==> config.mk <==
export PLATFORM = sky130hd
export DESIGN_NAME = sync_fifo_ctl
export DESIGN_NICKNAME = d
export VERILOG_FILES = /design/src/rtl/fifo_ctl_pkg.sv /design/src/rtl/fifo_ram_1c.sv /design/src/rtl/sync_fifo_ctl.sv
export SDC_FILE = /design/constraint.sdc
export NUM_CORES = 1
export LEC_CHECK = 0
export ABC_AREA = 1
export CAP_MARGIN = 20
export CORE_ASPECT_RATIO = 0.7
export CORE_MARGIN = 8
export CORE_UTILIZATION = 53
export DETAILED_ROUTE_END_ITERATION = 10
export PLACE_DENSITY_LB_ADDON = 0.25
export RECOVER_POWER = 25
export SLEW_MARGIN = 20
export SYNTH_ARGS = -nofsm -noshare
export SYNTH_HDL_FRONTEND = slang
export SYNTH_SLANG_ARGS = --single-unit
==> constraint.sdc <==
create_clock -name clk -period 3.7 [get_ports clk]
set_input_delay 1.11 -clock clk [delete_from_list [all_inputs] [get_ports clk]]
set_output_delay 1.11 -clock clk [all_outputs]
set_load 0.005 [all_outputs]
==> src/rtl/fifo_ctl_pkg.sv <==
// Shared register map, status/error bit positions and control/error types
// for sync_fifo_ctl.
package fifo_ctl_pkg;

   localparam int ADDR_CTRL   = 0;
   localparam int ADDR_STATUS = 1;
   localparam int ADDR_AF_THR = 2;
   localparam int ADDR_AE_THR = 3;
   localparam int ADDR_ERR    = 4;

   // STATUS flag positions are offsets above the level field [AW:0]
   localparam int ST_EMPTY_OFS = 1;
   localparam int ST_FULL_OFS  = 2;
   localparam int ST_AE_OFS    = 3;
   localparam int ST_AF_OFS    = 4;

   localparam int ERR_OVF = 0;
   localparam int ERR_UDF = 1;

   typedef struct packed {
      logic flush;
   } ctrl_t;

   typedef struct packed {
      logic udf;
      logic ovf;
   } err_t;

endpackage

==> src/rtl/fifo_ram_1c.sv <==
// DEPTH x DW simple dual-port storage. Synchronous write; read port is
// registered by default, combinational when FIFO_FWFT_EN is defined.
module fifo_ram_1c #(
   parameter int DW = 32,
   parameter int AW = 4
) (
   input  logic          clk,
   input  logic          rst_n,
   input  logic          wr_en,
   input  logic [AW-1:0] wr_addr,
   input  logic [DW-1:0] wr_data,
   input  logic          rd_en,
   input  logic [AW-1:0] rd_addr,
   output logic [DW-1:0] rd_data
);

   logic [DW-1:0] mem [2**AW];

   always_ff @(posedge clk) begin
      if (wr_en) mem[wr_addr] <= wr_data;
   end

`ifdef FIFO_FWFT_EN
   logic unused_ok;
   assign unused_ok = &{1'b0, rd_en, rst_n};
   assign rd_data   = mem[rd_addr];
`else
   always_ff @(posedge clk or negedge rst_n) begin
      if (!rst_n)     rd_data <= '0;
      else if (rd_en) rd_data <= mem[rd_addr];
   end
`endif

endmodule

==> src/rtl/sync_fifo_ctl.sv <==
// Single-clock FIFO with register-bus control: thresholds, level readout,
// sticky OVF/UDF flags and soft flush. FIFO_FWFT_EN selects fall-through dout.
module sync_fifo_ctl
   import fifo_ctl_pkg::*;
#(
   parameter int DW     = 32,
   parameter int AW     = 4,
   parameter int REG_DW = 32,
   parameter int REG_AW = 8,
   parameter int AF_RST = 2**AW - 2,
   parameter int AE_RST = 1
) (
   input  logic              clk,
   input  logic              rst_n,
   input  logic              reg_req,
   input  logic              reg_wr,
   input  logic [REG_AW-1:0] reg_addr,
   input  logic [REG_DW-1:0] reg_wdata,
   output logic [REG_DW-1:0] reg_rdata,
   input  logic [DW-1:0]     din,
   input  logic              we,
   output logic [DW-1:0]     dout,
   input  logic              re,
   output logic              full,
   output logic              empty,
   output logic              almost_full,
   output logic              almost_empty
);

   localparam logic [AW:0] DEPTH_L = (AW+1)'(2**AW);

   logic [AW-1:0] wr_ptr, rd_ptr;
   logic [AW:0]   level, af_thr, ae_thr;
   err_t          err, err_set, err_clr;
   ctrl_t         ctrl_wr;
   logic          reg_wr_acc, reg_rd_acc;
   logic          wr_acc, rd_acc;
   logic [DW-1:0] ram_q;
   logic [REG_DW-1:0] status_word;
   logic          unused_ok;

   assign unused_ok = &{1'b0, reg_wdata[REG_DW-1:AW+1]};

   assign reg_wr_acc = reg_req & reg_wr;
   assign reg_rd_acc = reg_req & ~reg_wr;

   assign ctrl_wr.flush = reg_wr_acc && (reg_addr == REG_AW'(ADDR_CTRL)) && reg_wdata[0];

   assign full         = (level == DEPTH_L);
   assign empty        = (level == '0);
   assign almost_full  = (level >= af_thr);
   assign almost_empty = (level <= ae_thr);

   // A flush cycle swallows data-side requests entirely, errors included
   assign wr_acc = we & ~full  & ~ctrl_wr.flush;
   assign rd_acc = re & ~empty & ~ctrl_wr.flush;

   assign err_set.ovf = we & full  & ~ctrl_wr.flush;
   assign err_set.udf = re & empty & ~ctrl_wr.flush;
   assign err_clr     = (reg_wr_acc && (reg_addr == REG_AW'(ADDR_ERR)))
                        ? err_t'(reg_wdata[1:0]) : err_t'(2'b00);

   always_ff @(posedge clk or negedge rst_n) begin
      if (!rst_n) begin
         wr_ptr <= '0;
         rd_ptr <= '0;
         level  <= '0;
      end else if (ctrl_wr.flush) begin
         wr_ptr <= '0;
         rd_ptr <= '0;
         level  <= '0;
      end else begin
         if (wr_acc) wr_ptr <= wr_ptr + 1'b1;
         if (rd_acc) rd_ptr <= rd_ptr + 1'b1;
         case ({wr_acc, rd_acc})
            2'b10:   level <= level + 1'b1;
            2'b01:   level <= level - 1'b1;
            default: level <= level;
         endcase
      end
   end

   always_ff @(posedge clk or negedge rst_n) begin
      if (!rst_n) begin
         af_thr <= (AW+1)'(AF_RST);
         ae_thr <= (AW+1)'(AE_RST);
         err    <= '0;
      end else begin
         if (reg_wr_acc && (reg_addr == REG_AW'(ADDR_AF_THR))) af_thr <= reg_wdata[AW:0];
         if (reg_wr_acc && (reg_addr == REG_AW'(ADDR_AE_THR))) ae_thr <= reg_wdata[AW:0];
         // set after clear so a same-cycle new error survives W1C
         err <= err_t'((err & ~err_clr) | err_set);
      end
   end

   always_comb begin
      status_word                   = '0;
      status_word[AW:0]             = level;
      status_word[AW+ST_EMPTY_OFS]  = empty;
      status_word[AW+ST_FULL_OFS]   = full;
      status_word[AW+ST_AE_OFS]     = almost_empty;
      status_word[AW+ST_AF_OFS]     = almost_full;
   end

   always_ff @(posedge clk or negedge rst_n) begin
      if (!rst_n) begin
         reg_rdata <= '0;
      end else if (reg_rd_acc) begin
         reg_rdata <= '0;
         if (reg_addr == REG_AW'(ADDR_STATUS)) reg_rdata <= status_word;
         if (reg_addr == REG_AW'(ADDR_AF_THR)) reg_rdata <= REG_DW'(af_thr);
         if (reg_addr == REG_AW'(ADDR_AE_THR)) reg_rdata <= REG_DW'(ae_thr);
         if (reg_addr == REG_AW'(ADDR_ERR))    reg_rdata <= REG_DW'(err);
      end
   end

   fifo_ram_1c #(.DW(DW), .AW(AW)) u_ram (
      .clk     (clk),
      .rst_n   (rst_n),
      .wr_en   (wr_acc),
      .wr_addr (wr_ptr),
      .wr_data (din),
      .rd_en   (rd_acc),
      .rd_addr (rd_ptr),
      .rd_data (ram_q)
   );

`ifdef FIFO_FWFT_EN
   assign dout = empty ? '0 : ram_q;
`else
   assign dout = ram_q;
`endif

endmodule
======== Word-level counts from Yosys, hierarchy flattened ========
Memories as Yosys holds them, arrays and structs flattened. A register that Yosys moved wholly into a read port is not among the register bits.
Index checks and enable logic that the tools add are counted.
storage, ports and cells
  input bits .............................. 78
  logic and storage cells ................. 63
  memories kept ........................... 1
  memory bits (writable) .................. 512
  flip-flop bits (word level) ............. 57
  output and inout port bits .............. 68
memories
  name       words  bits a word  read ports  clocked after memory_dff  wr ports  line               text
  u_ram.mem  16     32           1           1                         1         fifo_ram_1c.sv:17  logic [DW-1:0] mem [2**AW];
operators by class
  $add $sub $neg .......................... 4
  bitwise gates (word level) .............. 17
  mux-type cells .......................... 13
  $lt $le $gt $ge ......................... 2
  equality and inequality tests ........... 7
  reductions and logical operators ........ 11
operators by type and width
  operator                                                             number
  32-bit 2-to-1 mux                                                    3
  8-bit by 2-bit == test with 1-bit output (second input constant)     2
  4-bit 2-to-1 mux                                                     4
  1-bit bitwise AND                                                    10
  5-bit one-hot mux with 2 select lines                                1
  9-bit 2-to-1 mux                                                     1
  4-bit by 1-bit adder with 4-bit output (second input constant)       2
  8-bit by 1-bit == test with 1-bit output (second input constant)     1
  8-bit by 3-bit == test with 1-bit output (second input constant)     1
  8-bit logical NOT                                                    1
  5-bit by 1-bit adder with 5-bit output (second input constant)       1
  5-bit == test (second input constant)                                1
  5-bit greater-or-equal comparator                                    1
  5-bit less-or-equal comparator                                       1
  1-bit logical AND                                                    5
  5-bit logical NOT                                                    1
  5-bit 2-to-1 mux                                                     1
  5-bit by 1-bit subtractor with 5-bit output (second input constant)  1
  1-bit inverter                                                       4
  2-bit nonzero test                                                   2
  3-bit nonzero test                                                   1
  2-bit bitwise AND                                                    1
  2-bit by 1-bit == test with 1-bit output (second input constant)     1
  2-bit == test (second input constant)                                1
  5 further kinds                                                      6

======== Logic depth before layout (Yosys ltp) ========
Gate-level depths: netlist of run 1.
  word-level depth ........................ 8
  gate-level depth with buffers ........... 16
  gate-level depth less buffers ........... 16

======== Hierarchy ========
From an unflattened synthesis of run 1, not the netlist that was laid out.
second synthesis, totals
  cell total of the unflattened synthesis .. 2,130
  area, all modules ....................... 24,075.6 µm²
by module, submodules not included
  module         sequential area each (µm²)  times used  area each (µm²)  cells an instance
  fifo_ram_1c    16,175.5                    1           21,839.7         1,842
  sync_fifo_ctl  855.8                       1           2,235.9          288

======== Worst setup path after synthesis of run 1 ========
Ideal clock, no wire load.
  path type ............................... input to register
  start point ............................. input reg_addr[3]
  end point ............................... memory u_ram.mem[10][0], enable pin
  stages on the path ...................... 9
  required time ........................... 3.239 ns
  setup slack ............................. -0.890 ns
  library setup time ...................... 0.461 ns
  arrival ................................. 4.129 ns
  path buffers ............................ 1
  cells stage by stage .................... inv_1 nand2_1 nor2_1 nand2_2 buf_6 inv_2 nor2_1 inv_2 nor3_1
between the ends
  cells in the longest elaborated chain, start to end .. 7
RTL lines
  item                                    line                 text
  start: declaration                      sync_fifo_ctl.sv:17  input logic [REG_AW-1:0] reg_addr,
  8-bit logical NOT                       sync_fifo_ctl.sv:47  assign ctrl_wr.flush = reg_wr_acc && (reg_addr == REG_AW'(ADDR_CTRL)) && reg_wdata[0];
  1-bit logical AND (2 in a row)          sync_fifo_ctl.sv:47
  1-bit inverter                          sync_fifo_ctl.sv:55  assign wr_acc = we & ~full & ~ctrl_wr.flush;
  1-bit bitwise AND                       sync_fifo_ctl.sv:55
  1-bit 2-to-1 mux                        fifo_ram_1c.sv:20    if (wr_en) mem[wr_addr] <= wr_data;
  1-bit 2-to-1 mux (implied by the code)  fifo_ram_1c.sv:20
  end: declaration                        fifo_ram_1c.sv:17
No other way between the ends.

======== Final worst setup path of run 1 ========
  start point ............................. register ae_thr[2]
  end point ............................... output almost_empty
between the ends
  cells in the longest elaborated chain, start to end .. 1
RTL lines
  item                            line                 text
  start: declaration              sync_fifo_ctl.sv:33  logic [AW:0] level, af_thr, ae_thr;
  start signal: assignment        sync_fifo_ctl.sv:86  ae_thr <= (AW+1)'(AE_RST);
  start signal: assignment        sync_fifo_ctl.sv:90  if (reg_wr_acc && (reg_addr == REG_AW'(ADDR_AE_THR))) ae_thr <= reg_wdata[AW:0];
  5-bit less-or-equal comparator  sync_fifo_ctl.sv:52  assign almost_empty = (level <= ae_thr);
  end: declaration                sync_fifo_ctl.sv:27  output logic almost_empty
No other way between the ends.

==> flow_summary_export.csv, run 1 <==
group,metric,value,unit
drt,vias,15150,
sta,report.final.setup_viol,0,
power_and_ir_drop,p_per_area,754,nW/um^2
drt,drt_iter0_markers,1769,
grt,grt_antenna_before_repair,6,
critical_path,cpPeakStageDelay,0.57,ns
logic_synthesis,synth_top_family_by_area,"compound AO/OA/AOI/OAI gates",
logic_synthesis,synth_area,23400,sq um
cells_and_area,nFillCells,3431,
drt,drc,0,
drt,via_per_inst,5.84,
critical_path,arrival,2.42,ns
logic_synthesis,synth-edff-count,512,
drt,drt-total-wl,56900,um
floorplan,die_w,267,um
clock_network,cts_root_buf,"clkbuf_16",
critical_path,cp-start-kind,"register",
sta,relSlewSlack,-40.0,%
clock_network,clk_pin_slew,0.07,ns
sta,fmax,284,MHz
logic_synthesis,yosysUniqueCellTypes,35,
placement,numPortBuffers,95,
critical_path,worst_setup_path_end_kind,"primary output",
grt,grt_pass1_wl,86900,um
grt,grt_usage,22.0,%
floorplan,rows,64,
logic_synthesis,ys.flop_type,"edfxtp_1",
floorplan,coreArea,43600,sq um
clock_network,insertion_delay,0.59,ns
floorplan,start_util,53.6,%
critical_path,worstSetupPathType,"reg -> out",
clock_network,clock_sinks,578,
cells_and_area,final_util,61.3,%
power_and_ir_drop,leakagePower,9.18,nW
sta,slew_violations,36,
logic_synthesis,syn_avg_cell_area,12.5,sq um
power_and_ir_drop,p_clk_share,26.2,%
clock_network,numCtsBuffers,52,
grt,grt_max_degree,97,
sta,hold_violations,0,
cells_and_area,multi_input_area,5450,sq um
critical_path,slowest_stage,"clkdlybuf4s50_1",
cells_and_area,layout-drive-gt1-share,8.16,%
logic_synthesis,muxShareOfSynthArea,0,%
critical_path,ff2ff_path_depth,8,
power_and_ir_drop,power.switching,7.04,mW
sta,tightest_slew,2.10,ns
sta,min_period_over_period,95.3,%
power_and_ir_drop,p_comb_share,32.2,%
sta,setup_slack,0.173,ns
critical_path,crit_chain,"inv_1 -> ha_1 -> nand4_1 -> o21ai_0 -> clkdlybuf4s50_1",
floorplan,dieArea,51200,sq um
grt,gr-total-overflow,0,
grt,grt_pass1_vias,14671,
drt,ant_nets,0,
placement,dpl_worst_slack,0.255,ns
logic_synthesis,seq_area_frac_synth,72.9,%
critical_path,crit_required,2.59,ns
cells_and_area,final_cells,2595,
cells_and_area,final_common_cell,"edfxtp_1",
run,drv_cap,1,
floorplan,die_height,192,um
cells_and_area,final_cell_mix,"edfxtp_1 (512), nor2_1 (337), o21ai_0 (251)",
run_status,status,"finished, violations left",
hold_path,hold-path-cell-count,2,
clock_network,cts_tree,"built",
sta,fin_crit,3.53,ns
clock_network,cts_max_level,2,
sta,rsz0062_at_grt,"false",
placement,dp_cells,2499,
sta,fin_worst_hold_slack,0.477,ns
logic_synthesis,async_reset_ff_share,11.4,%
power_and_ir_drop,p_seq_share,41.6,%
critical_path,path_buf_inv,2,
sta,fin_setup_tns,0,ns
power_and_ir_drop,swShare,35.0,%
critical_path,cp_max_fo,3,
cells_and_area,synthToLayoutAreaGrowth,14.2,%
drt,post_drt_wl_per_cell,21.9,um
drt,drt-pass1-iter-count,6,
critical_path,cp_top_family,"buffers and inverters",
logic_synthesis,ys_seq_elements,578,
hold_path,min_path_type,"reg -> reg",
logic_synthesis,synthAdderAreaFrac,0.910,%
sta,skew,0.0224,ns
power_and_ir_drop,intPower,13.1,mW
cells_and_area,seqCellArea,17000,sq um
clock_network,clockBufferDepth,3,
logic_synthesis,synth_xor_area_share,0.0750,%
logic_synthesis,synth_warnings,0,
cells_and_area,nets,2055,
critical_path,crit_cells,5,
run_status,violations,"capacitance limit, slew limit",
floorplan,ioPinCount,146,
logic_synthesis,synthCells,1874,
clock_network,hold_buffers,0,
power_and_ir_drop,ir_worst_vdd,0.470,mV
logic_synthesis,synth_compound_area_share,12.4,%
logic_synthesis,synth-simple-area-share,9.22,%
placement,dpl.hpwl,30300,um
placement,place.gp.congestion,0.849,
## kinds of logic after synthesis
group | count (synthesis)
buffers and inverters | 193
other | 1
xor gates and xnor gates | 2
and+or+nand+nor | 551
DFF | 578
AOI/OAI and AO/OA | 532
adders and majority gates | 17
## worst reg2reg max path: stages (launching register included)
cell     delay (ns)
dfrtp_4        0.64
inv_8          0.49
buf_12         0.36
o21ai_0        0.12
o22ai_1        0.15
o21ai_1        0.09
o22ai_1        0.37
nand2_1        0.14
nand2_1        0.08
## sequential cells by signal, indices dropped and copies added (netlist names)
signal and flops:
u_ram.rd_data 32, ae_thr 5, reg_rdata 9, af_thr 5, rd_ptr 4, level 5
wr_ptr 4, u_ram.mem 512, err 2
## timing repair
| action | CTS | global route |
|---|---|---|
| gates resized for setup | 0 | 1 |
| setup endpoints to repair | 1 | 1 |
| pin swaps | 0 | 1 |
| buffers inserted | 1 | 0 |
## area by class of cell
type | instances | share of cell area, %
sequential | 578 | 63.9
inverter | 57 | 0.835
multi-input combinational | 1125 | 20.4
timing repair buffer | 146 | 5.90
tap | 594 | 2.78
clock buffer | 68 | 5.21
antenna | 4 | 0.0375
clock inverter | 23 | 0.933
## cell usage after synthesis, types with 3 or more instances
master	count	area [sq um]
nand2_2	5	31.3
buf_2	26	130
clkbuf_1	57	214
o21bai_1	3	22.5
o21ai_1	92	460
nand2_1	171	642
o22ai_1	156	976
nor3_1	16	80.1
ha_1	17	213
edfxtp_1	512	15400
a21oi_1	22	110
inv_2	5	18.8
nor2_1	341	1280
buf_4	30	225
o21ai_0	251	1260
nand4_1	5	31.3
nand3_1	10	50.1
inv_1	51	191
dfstp_2	4	105
dfrtp_1	62	1550
buf_6	18	203
## power groups by stage
stage | Clock (mW) | Combinational (mW) | Sequential (mW)
floorplan | 0 | 4.45 | 8.30
global placement | 0 | 6.30 | 8.48
detailed placement | 0 | 6.43 | 8.51
CTS | 5.35 | 6.47 | 8.37
global route | 5.60 | 7.17 | 8.44
finish | 5.28 | 6.48 | 8.37
## metal layers
| layer | up-vias | wire [um] | GRT usage [%] |
|---|---|---|---|
| met1 | 7488 | 24800 | 31.5 |
| met3 | 82 | 4660 | 3.85 |
| met4 | 4 | 977 | 5.51 |
| met5 | - | 27 | 0 |
| met2 | 646 | 26500 | 35.0 |
| li1 | 6930 | - | - |
## stage by stage
step	area (sq um)	power, mW
6_report	26700	20.1
5_1_grt	26700	21.2
4_1_cts	26700	20.2
3_5_place_dp	25000	14.9
3_3_place_gp	25000	14.8
2_1_floorplan	23500	12.7
## final timing paths
kind	start	end	slack, ns
worst max-delay path	ae_thr[2]	almost_empty	0.17
worst min-delay path	u_ram.rd_data[15]	u_ram.rd_data[15]	0.48
worst max register to register	rd_ptr[0]	u_ram.rd_data[25]	1.19
worst min register to register	u_ram.rd_data[15]	u_ram.rd_data[15]	0.48
max in group asynchronous	rst_n	rd_ptr[1]	1.07
min in group asynchronous	rst_n	level[0]	1.14
No activity file was read; power rests on OpenSTA's default activity.
==> run 2, diff against run 1 <==
- CELL_PAD_IN_SITES_DETAIL_PLACEMENT: unset -> 0
- CELL_PAD_IN_SITES_GLOBAL_PLACEMENT: unset -> 1
- CORE_UTILIZATION: 53 -> 44
==> run 2 against run 1 <==
  * Power grew 1.0%
  * Clock skew down 0.011 ns
  * The flow still finishes with violations (capacitance limit, slew limit)
  * Highest routed layer unchanged
  * Sequential power fell by 2%
  * Worst setup slack worse by 0.066 ns
==> flow_summary_export.csv, run 2 (synthesized netlist as in run 1, its figures left out) <==
group,metric,value,unit
run_status,status,"finished, violations left",
run_status,violations,"capacitance limit, slew limit",
sta,report.final.setup_viol,0,
drt,drc,0,
cells_and_area,stdcell_area,27000,sq um
placement,dpl_worst_slack,0.219,ns
floorplan,die_w,291,um
hold_path,min_path_type,"reg -> reg",
floorplan,coreArea,52400,sq um
drt,drt_iter0_markers,1289,
cells_and_area,max_flop_register,"u_ram.mem",
critical_path,crit_chain,"inv_1 -> ha_1 -> a21oi_2 -> o21bai_1 -> a21oi_1 -> o21bai_2 -> clkdlybuf4s50_1",
drt,post_drt_wl_per_cell,21.9,um
floorplan,start_util,44.6,%
drt,drt-total-wl,59300,um
sta,tightest_slew,1.58,ns
power_and_ir_drop,ir_worst_vdd,0.653,mV
cells_and_area,synthToLayoutAreaGrowth,15.5,%
critical_path,reg2reg_slack,1.22,ns
grt,gr-total-overflow,0,
placement,place.gp.congestion,0.813,
cells_and_area,final_cell_mix,"edfxtp_1 (512), nor2_1 (337), o21ai_0 (250)",
power_and_ir_drop,power.switching,7.21,mW
clock_network,cts_tree,"built",
cells_and_area,multi_input_area,5460,sq um
critical_path,crit_required,2.59,ns
sta,relSlewSlack,-5.53,%
sta,skew,0.0114,ns
power_and_ir_drop,swShare,35.5,%
cells_and_area,seqCellArea,17000,sq um
drt,via_per_inst,5.52,
critical_path,reg2reg_from,"level[3]",
power_and_ir_drop,p_clk_share,26.1,%
sta,min_period_over_period,97.1,%
cells_and_area,largest_reg_flops,512,
floorplan,rows,70,
sta,fin_crit,3.59,ns
placement,dpl.hpwl,32600,um
critical_path,path_buf_inv,2,
power_and_ir_drop,p_per_area,754,nW/um^2
placement,place_area,25300,sq um
critical_path,worstSetupPathType,"reg -> out",
power_and_ir_drop,leakagePower,9.27,nW
critical_path,cp-start-kind,"register",
floorplan,die_height,209,um
power_and_ir_drop,p_seq_share,40.3,%
drt,vias,14923,
clock_network,cts_max_level,2,
cells_and_area,nets,2068,
run,drv_cap,1,
critical_path,arrival,2.48,ns
sta,fmax,278,MHz
critical_path,ff2ff_path_depth,7,
sta,slew_violations,49,
critical_path,slowest_stage,"clkdlybuf4s50_1",
drt,ant_nets,0,
clock_network,clk_pin_slew,0.07,ns
critical_path,crit_cells,7,
grt,grt_usage,18.9,%
critical_path,r2r_end,"u_ram.mem[0][28]",
clock_network,insertion_delay,0.60,ns
power_and_ir_drop,intPower,13.1,mW
critical_path,cp_top_family,"buffers and inverters",
sta,hold_violations,0,
critical_path,crit_start,"af_thr[1]",
cells_and_area,diodes,0,
floorplan,ioPinCount,146,
cells_and_area,final_common_cell,"edfxtp_1",
placement,numPortBuffers,95,
grt,grt_max_degree,205,
sta,rsz0062_at_grt,"false",
critical_path,cp_max_fo,2,
cells_and_area,reg_top3,"u_ram.mem: 512 flops, u_ram.rd_data: 32 flops, reg_rdata: 9 flops",
clock_network,cts_root_buf,"clkbuf_16",
cells_and_area,layout-drive-gt1-share,9.01,%
grt,grt_pass1_vias,14281,
grt,grt_pass1_wl,89500,um
clock_network,clock_sinks,578,
critical_path,endpoint,"almost_full",
sta,fin_setup_tns,0,ns
sta,setup_slack,0.107,ns
clock_network,clockBufferDepth,3,
drt,drt-pass1-iter-count,5,
power_and_ir_drop,p_comb_share,33.6,%
critical_path,worst_setup_path_end_kind,"primary output",
cells_and_area,nFillCells,4467,
grt,grt_antenna_before_repair,3,
floorplan,dieArea,60900,sq um
critical_path,cpPeakStageDelay,0.54,ns
clock_network,numCtsBuffers,54,
## run 2: changes by cell type in the layout (fill, tap and decap cells not counted), moves of 3 or more
cell,change
diode_2,-4
clkbuf_16,+3
clkinv_2,+3
buf_4,+5
clkbuf_1,+3
buf_12,+6
bufinv_16,-4
clkinv_1,+4
## run 2: metal layers
| layer | wire length [um] | track usage, % | vias to the layer above | share of wire, % |
|---|---|---|---|---|
| li1 | - | - | 6963 | - |
| met1 | 28100 | 28.0 | 7435 | 47 |
| met2 | 26500 | 29.1 | 441 | 45 |
| met3 | 3570 | 3.52 | 78 | 6.0 |
| met4 | 1050 | 4.33 | 6 | 1.8 |
| met5 | 41 | 0 | - | 0.069 |
## run 2: tightest hold or removal path, delay by kind of cell (launching register included)
family / cells / cell delay (ns)
DFF: 1 / 0.34
and+or+nand+nor: 2 / 0.10
## run 2: cell type report
class	instances	share of cell area, %
flip-flops and latches	578	63.1
multi-input cells	1125	20.2
repair buffers	157	6.41
clock buffers	75	5.56
well taps	684	3.17
inverters	57	0.825
clock inverters	27	0.649
## run 2: through the flow
stage	power, mW	hold slack (ns)	instances	utilization, %
after floorplan	12.7	0.453	1896	-
after global placement	15.1	0.463	2599	48.3
after detailed placement	15.2	0.467	2599	48.3
after CTS	20.5	0.483	2703	51.5
after global routing	21.5	0.499	2703	51.5
final	20.3	0.476	2703	51.5
## run 2: worst min-delay path by stage
stage	start	endpoint	slack (ns)	depth (start not counted)
5_1_grt	u_ram.rd_data[4]	u_ram.rd_data[4]	0.50	2
4_1_cts	u_ram.rd_data[24]	u_ram.rd_data[24]	0.48	2
3_5_place_dp	u_ram.rd_data[24]	u_ram.rd_data[24]	0.47	2
2_1_floorplan	af_thr[4]	af_thr[4]	0.45	2
6_report	u_ram.rd_data[13]	u_ram.rd_data[13]	0.48	2
3_3_place_gp	u_ram.rd_data[24]	u_ram.rd_data[24]	0.46	2
## run 2: repair_timing
| action | 4_1_cts | 5_1_grt |
|---|---|---|
| pin swaps | 1 | 1 |
| gates resized for setup | 2 | 2 |
| hold buffers | 0 | 0 |
| buffers inserted | 2 | 0 |
| endpoints found under the setup margin | 1 | 2 |
## run 2: power by group through the flow
stage	logic, mW	registers [mW]	clock network [mW]
after floorplan	4.45	8.30	0
after global placement	6.79	8.32	0
after detailed placement	6.86	8.33	0
after CTS	6.91	8.20	5.42
after global routing	7.60	8.26	5.64
final	6.84	8.19	5.30
